===== config.mk =====
export PLATFORM = sky130hd
export DESIGN_NAME = alu_exec_unit
export DESIGN_NICKNAME = d
export VERILOG_FILES = /design/src/rtl/alu_exec_pkg.sv /design/src/rtl/alu_ctrl_dec.sv /design/src/rtl/alu_exec_unit.sv
export SDC_FILE = /design/constraint.sdc
export NUM_CORES = 1
export LEC_CHECK = 0
export ABC_AREA = 1
export CAP_MARGIN = 25
export CORE_AREA = 2 2 158 160
export DETAILED_ROUTE_END_ITERATION = 6
export DIE_AREA = 0 0 160 162
export PLACE_DENSITY_LB_ADDON = 0.25
export SETUP_SLACK_MARGIN = 0.02
export SYNTH_ARGS = -nofsm -noshare
export SYNTH_HDL_FRONTEND = slang
export SYNTH_SLANG_ARGS = --single-unit
export TNS_END_PERCENT = 20

===== constraint.sdc =====
create_clock -name clk_i -period 7.4 [get_ports clk_i]
set_input_delay 2.22 -clock clk_i [delete_from_list [all_inputs] [get_ports clk_i]]
set_output_delay 2.22 -clock clk_i [all_outputs]
set_load 0.01 [all_outputs]

===== src/rtl/alu_exec_pkg.sv =====
// Shared constants and types for the execute-stage ALU block:
// ALUOp and funct encodings, the ALU control code enum, and the default datapath width.
package alu_exec_pkg;

  localparam int WIDTH_DEF = 32;

  localparam logic [1:0] ALUOP_ADD   = 2'b00;
  localparam logic [1:0] ALUOP_SUB   = 2'b01;
  localparam logic [1:0] ALUOP_RTYPE = 2'b10;
  localparam logic [1:0] ALUOP_OR    = 2'b11;

  localparam logic [5:0] FUNCT_ADD = 6'b100000;
  localparam logic [5:0] FUNCT_SUB = 6'b100010;
  localparam logic [5:0] FUNCT_AND = 6'b100100;
  localparam logic [5:0] FUNCT_OR  = 6'b100101;
  localparam logic [5:0] FUNCT_SLT = 6'b101010;
  localparam logic [5:0] FUNCT_MUL = 6'b011000;

  typedef enum logic [2:0] {
    ALU_AND = 3'b000,
    ALU_OR  = 3'b001,
    ALU_ADD = 3'b010,
    ALU_MUL = 3'b011,
    ALU_SUB = 3'b110,
    ALU_SLT = 3'b111
  } alu_ctrl_t;

endpackage


===== src/rtl/alu_ctrl_dec.sv =====
// ALU control decoder: main-control ALUOp plus instruction funct field -> ALU operation code.
// MUL is decoded only when ALU_EXEC_MUL_EN is defined; otherwise its funct falls back to ADD.
module alu_ctrl_dec
  import alu_exec_pkg::*;
(
  input  logic [1:0] alu_op,
  input  logic [5:0] funct,
  output alu_ctrl_t  alu_ctrl
);

  always_comb begin
    alu_ctrl = ALU_ADD;
    case (alu_op)
      ALUOP_ADD: alu_ctrl = ALU_ADD;
      ALUOP_SUB: alu_ctrl = ALU_SUB;
      ALUOP_OR:  alu_ctrl = ALU_OR;
      ALUOP_RTYPE: begin
        case (funct)
          FUNCT_ADD: alu_ctrl = ALU_ADD;
          FUNCT_SUB: alu_ctrl = ALU_SUB;
          FUNCT_AND: alu_ctrl = ALU_AND;
          FUNCT_OR:  alu_ctrl = ALU_OR;
          FUNCT_SLT: alu_ctrl = ALU_SLT;
`ifdef ALU_EXEC_MUL_EN
          FUNCT_MUL: alu_ctrl = ALU_MUL;
`endif
          default:   alu_ctrl = ALU_ADD;
        endcase
      end
      default: alu_ctrl = ALU_ADD;
    endcase
  end

endmodule


===== src/rtl/alu_exec_unit.sv =====
// Execute-stage arithmetic: ALU control decode, ALU, independent address adder, EX/MEM result register.
// Define ALU_EXEC_MUL_EN to build the signed multiplier (ALU code 011); without it code 011 yields 0.
module alu_exec_unit
  import alu_exec_pkg::*;
#(
  parameter int WIDTH = WIDTH_DEF
) (
  input  logic             clk_i,
  input  logic             rst_i,
  input  logic             stall_i,
  input  logic [1:0]       ALUOp_i,
  input  logic [5:0]       funct_i,
  input  logic [WIDTH-1:0] data1_i,
  input  logic [WIDTH-1:0] data2_i,
  input  logic [WIDTH-1:0] add_a_i,
  input  logic [WIDTH-1:0] add_b_i,
  output logic [2:0]       ALUCtrl_o,
  output logic [WIDTH-1:0] data_o,
  output logic             zero_o,
  output logic [WIDTH-1:0] sum_o,
  output logic [WIDTH-1:0] result_q_o,
  output logic             zero_q_o
);

  alu_ctrl_t alu_ctrl;

  alu_ctrl_dec u_dec (
    .alu_op   (ALUOp_i),
    .funct    (funct_i),
    .alu_ctrl (alu_ctrl)
  );

`ifdef ALU_EXEC_MUL_EN
  logic signed [WIDTH-1:0] prod;
  assign prod = $signed(data1_i) * $signed(data2_i);
`endif

  always_comb begin
    data_o = '0;
    case (alu_ctrl)
      ALU_AND: data_o = data1_i & data2_i;
      ALU_OR:  data_o = data1_i | data2_i;
      ALU_ADD: data_o = data1_i + data2_i;
      ALU_SUB: data_o = data1_i - data2_i;
      ALU_SLT: data_o = {{(WIDTH-1){1'b0}}, ($signed(data1_i) < $signed(data2_i))};
`ifdef ALU_EXEC_MUL_EN
      ALU_MUL: data_o = prod;
`endif
      default: data_o = '0;
    endcase
  end

  assign ALUCtrl_o = alu_ctrl;
  assign zero_o    = (data_o == '0);
  assign sum_o     = add_a_i + add_b_i;

  // Reset value mirrors a zero result so branch logic sees a consistent pair.
  always_ff @(posedge clk_i or negedge rst_i) begin
    if (!rst_i) begin
      result_q_o <= '0;
      zero_q_o   <= 1'b1;
    end else if (!stall_i) begin
      result_q_o <= data_o;
      zero_q_o   <= zero_o;
    end
  end

endmodule


# Yosys cells after proc, flatten, opt, wreduce, memory -nomap -nowiden
# Index checks and enable logic that the tools add are counted.
# op_classes
n_addsub	3
n_mul	0
div_mod_pow	0
n_lt_le_gt_ge	1
eq_ne	11
n_shift	0
mux	3
bitwise_logic	2
n_reduce_logical	3
# op_table
cell	n
one-hot mux 32 bit (5 select lines)	1
adder 32 bit	2
AND 32 bit	1
zero test 32 bit	1
< comparator 32 bit	1
bitwise OR 32 bit	1
subtractor 32 bit	1
== test 6 bit (second input constant)	4
one-hot mux 3 bit (4 select lines)	2
== test 3 bit (second input constant)	2
== test 2 bit (second input constant)	2
== test 3 x 1 -> 1 bit (second input constant)	1
== test 3 x 2 -> 1 bit (second input constant)	1
zero test 3 bit	1
== test 2 x 1 -> 1 bit (second input constant)	1
zero test 2 bit	1
# totals
ff_bits	33
latchBits	0
mem_bits_rw	0
romBits	0
inputBits	139
memories	0

# Longest topological paths before layout
# logic_depth
ltp_word	6
ltp_mapped	21
ltp_nobuf	20

# Modules after synthesis
# Synthesis repeated with hierarchy kept, for this count alone.
# unflattened
cells_unflattened	1763
hier_area_um2	9640.5
# by_module_without_submodules
module	n_inst	cells_per_inst	area_each_um2	seq_area_each_um2
alu_exec_unit	1	1739	9531.6	827.0
alu_ctrl_dec	1	24	108.9	0.0

# Least setup slack after synthesis
# Ideal clock, no wire load.
# synth_timing
path_kind	input to output
from	input port data1_i[0]
to	output port zero_o
t_arrival_ns	4.217
t_required_ns	5.180
slack_ns	0.963
path_stages	19
path_cell_list	ha_1 > inv_1 > fa_1 > inv_1 > nand3_1 > nand2_2 > nand2_1 > nand2_1 > nand2_1 > nand2_1 > nand2_1 > nand2_1 > nand2_1 > nand3_1 > nand3b_1 > nor2_1 > nand2_1 > nor2_2 > and3_1
# synth_between
elab_chain_len	3
elab_cells_between_ends	7
cone_classes	add/sub: 2; order compare: 1; mux: 1; bitwise: 2; reduce/logical: 1
# synth_rtl
element	line	rtl
from (decl)	alu_exec_unit.sv:13	input logic [WIDTH-1:0] data1_i,
subtractor 32 bit / adder 32 bit (equally long branches)	alu_exec_unit.sv:44, alu_exec_unit.sv:43	
one-hot mux 32 bit (5 select lines) *	alu_exec_unit.sv:40	case (alu_ctrl)
net data_o[28]	alu_exec_unit.sv:18	output logic [WIDTH-1:0] data_o,
zero test 32 bit *	alu_exec_unit.sv:54	assign zero_o = (data_o == '0);
to (decl)	alu_exec_unit.sv:19	output logic zero_o,
# The timed path passes the listed nets; every way through them passes the cells marked *.

# Worst setup path in the final report
# layout_timing
from	input port data2_i[1]
to	output port data_o[23]
# layout_between
elab_chain_len	2
elab_cells_between_ends	3
cone_classes	add/sub: 2; mux: 1
# layout_rtl
element	line	rtl
from (decl)	alu_exec_unit.sv:14	input logic [WIDTH-1:0] data2_i,
subtractor 32 bit / adder 32 bit (equally long branches)	alu_exec_unit.sv:44, alu_exec_unit.sv:43	
one-hot mux 32 bit (5 select lines) *	alu_exec_unit.sv:40	
to (decl)	alu_exec_unit.sv:18	
# Every way passes the cells marked *; elsewhere a longest branch is shown, timed or not.

==> summary.md <==
| Metric | Value |
|---|---|
| DRC violations left | 0 |
| DR iter-0 viols | 889 |
| Clock group share of total power | between 10% and 20% |
| Critical path cell sequence | clkdlybuf4s50_1 -> inv_1 -> ha_1 -> nand2_1 -> nand2_1 -> buf_4 -> nand3_1 -> nand2_2 -> nand2_1 -> nand2_1 -> buf_4 -> nand2_1 -> nand2_1 -> nand2_1 -> nand3_1 -> nand3b_1 -> buf_4 -> clkdlybuf4s50_1 |
| Slew Viols, Final | 0 |
| Delay-heaviest family, CP | buffers and inverters |
| Post-synthesis sequential area ratio | 8.61% |
| Congestion Overflow GR | 0 |
| Post-synthesis async set-or-reset flop share | 100% |
| Core Area | between 20000 and 25000 um2 |
| Vias in the first global route | 12200 |
| Tightest Hold Check Type | register to register |
| Clock Tree Buf Depth | 2 |
| # rows | 57 |
| Max stage delay on crit path | around 0.53 ns |
| ANT nets after route | 0 |
| Port bufs | between 200 and 250 |
| Yosys warnings | 0 |
| Comb pwr share | around 73% |
| Drt pass-1 iters | 5 |
| Maxcap violations | 0 |
| Crit Path Max Fanout | 4 |
| Normalized max-slew margin | 55.6% |
| Routed vias/inst | just under 5 |
| Commonest non-fill, non-tap cells in the layout | 580 x nand2_1, 363 x inv_1, 284 x buf_4 |
| DIE HEIGHT | ~160 um |
| Area of the mapped netlist | 9610 um2 |
| LEAKAGE | 8.47 nW |
| Clock sinks | 33 |
| Synth Flop Type | dfrtp_1 |
| Multi-input logic area | ~7500 um2 |
| I/O Pins | 240 |
| Worst path arrival time | around 5.1 ns |
| Worst-path clk slew | 0.05 ns |
| First-pass GRT wire length | 61900 um |
| Share of cells above drive strength 1 | a little under a fifth |
| Worst Path Buf+Inv | 6 |
| Net switching power | between 0.7 and 0.8 mW |
| #FFs+latches synth | 33 |
| DP Area | ~14000 um2 |
| Layout net count | between 2000 and 3000 |
| Crit-path slowest cell | clkdlybuf4s50_1 |
| Placer Congestion | a little under 1 |
| Sw Share | a little over two fifths |
| Setup violations, final | 0 |
| # fillers | about 2400 |
| Reg power frac | roughly an eighth |
| Number of flops mapped to enable cells by yosys | 0 |
| Count of cell types in the netlist | 52 |
| Clk_lat worst skew | around 0.28 ns |
| CP most frequent cell | nand2_1 |
| Most common cell after layout, fill and taps aside | nand2_1 |
| Die area | between 20000 and 30000 um2 |
| Hold Vio Cnt, Final | 0 |
| CTS tree | yes |
| Outcome | completed |
| Total number of vias | about 13000 |
| Tcrit/Tclk final | between 90 and 100% |
| Total GRT Usage | around 30% |
| Initial antenna violation count | 0 |
| Design area | between 10000 and 15000 um2 |
| Crit Path Category | primary input to output pin |
| Crit end category | output pin |
| Pwr Total | about 1.8 mW |
| HPWL Detailed | around 35000 um |
| Least-Margin Pin Slew | between 0.6 and 0.7 ns |
| Largest area contributor in the netlist | nand2_1 |
| Worst EP required | around 5.2 ns |
| Final wirelength | 39900 um |
| Min Tclk post-route | roughly 7.3 ns |
| Initial Utilization | between 30% and 40% |
| Area delta synth->final | 55.1% |
| Fmax | around 0.14 GHz |
| Syn Nets | about 2000 |
| Register Area | a little over 800 um2 |
| Syn avg cell area | ~5.4 um2 |
| Top-area cell type share of the netlist area | between 20% and 30% |
| Element type at the critical path start | primary input |
| Pin count of the biggest net entering global routing | 46 |
| DIE WIDTH | approximately 160 um |
| RSZ-0062 raised after global routing | yes |
| Total CTS buffers | 5 |
| Peak VDD IR | about 0.000094 V |
| H-tree levels | 2 |
| Clk_skew | 0 ns |
| Int Power | 1.03 mW |
| # hold bufs at CTS | 0 |
| Ant diodes | 0 |
| DR WL/cell | 15.4 um |
| CTS root buf | clkbuf_16 |
| Post-Synthesis Cells | 1772 |
| PD cells | about 120 nW/um2 |
| Synth area leaders | nand2_1 23%, ha_1 17%, inv_1 14% |
## tightest hold or removal path, delay by kind of cell (launching register included)
family,cells,cell delay [ns]
and+or+nand+nor,2,0.11
DFF,1,0.34
## synthesized netlist by cell type, types with 2 or more instances
library cell,instances
nor4_1,2
inv_2,11
buf_4,7
nand3b_1,12
nor2_2,15
buf_6,5
nand2_4,2
or2_2,2
clkbuf_1,6
o21a_1,4
o21ai_1,10
xnor2_1,12
nor2_1,160
a21o_1,4
o21ai_0,53
nand3_2,3
nand4_1,18
o22ai_1,11
xor2_1,30
clkinv_1,2
dfrtp_1,32
nand2_1,588
nand3_1,128
ha_1,131
a31oi_1,7
nor3_1,8
fa_1,3
buf_2,19
nor3_2,3
o21bai_1,9
inv_1,363
o21ai_2,2
a21oi_1,83
nand2_2,5
buf_1,2
and2_1,4
## per-layer routing
metal  wire length [um]  vias to the layer above  track usage, %  share of wire [%]
li1                   -                     6426               -                  -
met1              17300                     5764            38.0                 43
met2              18600                      443            52.6                 47
met3               2450                       74            2.91                6.1
met4               1540                        0            11.3                3.9
met5                  0                        -               0                  0
## through the flow
step	TNS, ns	util, %	worst slack [ns]	hold WS [ns]	cells
6_report	0	61.8	0.0995	0.478	2589
3_3_place_gp	-0.385	59.5	-0.356	0.458	2580
2_1_floorplan	0	-	0.963	0.474	1772
4_1_cts	0	60.4	0.00393	0.478	2588
3_5_place_dp	-0.443	59.5	-0.403	0.469	2580
5_1_grt	-0.214	61.8	-0.132	0.502	2589
## cell type report
cell class	instances	area share [%]
multi-input combinational	1322	50.1
tap	324	2.72
clock buffer	5	0.839
clock inverter	3	0.436
sequential	33	5.55
timing repair buffer	525	30.8
inverter	377	9.51
## kinds of logic (layout without fill, tap and decap cells)
logic type                 count (synthesis)  count (layout)  synth area share, %
DFF                                       33              33                 8.61
xor gates and xnor gates                  42              42                 3.83
AOI/OAI and AO/OA                        191             191                 11.0
and+or+nand+nor                          955             955                 41.6
adders and majority gates                134             134                 17.7
buffers and inverters                    417             910                 17.2
## sequential cells by signal, indices dropped and copies added, names as in the netlist
signal,cells
zero_q_o,1
result_q_o,32
## what timing repair did
action                                 in CTS  in global routing
gates cloned                                0                  0
endpoints found under the hold margin       0                  0
buffers inserted                            0                  1
setup endpoints to repair                   8                 36
gates resized for setup                    17                 85
pin swaps                                   1                  5
## final timing paths
path	startpoint	end	slack [ns]	cells after the start
hold reg to reg	result_q_o[1]$_DFFE_PN0N_	result_q_o[1]$_DFFE_PN0N_	0.48	2
min in group asynchronous	rst_i	result_q_o[25]$_DFFE_PN0N_	2.34	2
setup / recovery	data2_i[1]	data_o[23]	0.1	18
setup reg to reg	zero_q_o$_DFFE_PN1N_	zero_q_o$_DFFE_PN1N_	6.68	2
hold / removal	result_q_o[1]$_DFFE_PN0N_	result_q_o[1]$_DFFE_PN0N_	0.48	2
max in group asynchronous	rst_i	zero_q_o$_DFFE_PN1N_	4.73	2
## power by group through the flow
| stage | clock, mW | sequential, mW | combinational [mW] |
|---|---|---|---|
| after floorplan | 0 | 0.244 | 0.568 |
| after global placement | 0 | 0.229 | 1.26 |
| after detailed placement | 0 | 0.230 | 1.27 |
| after CTS | 0.270 | 0.227 | 1.28 |
| after global routing | 0.280 | 0.232 | 1.43 |
| final | 0.267 | 0.227 | 1.31 |
No activity file was read; power rests on OpenSTA's default activity.
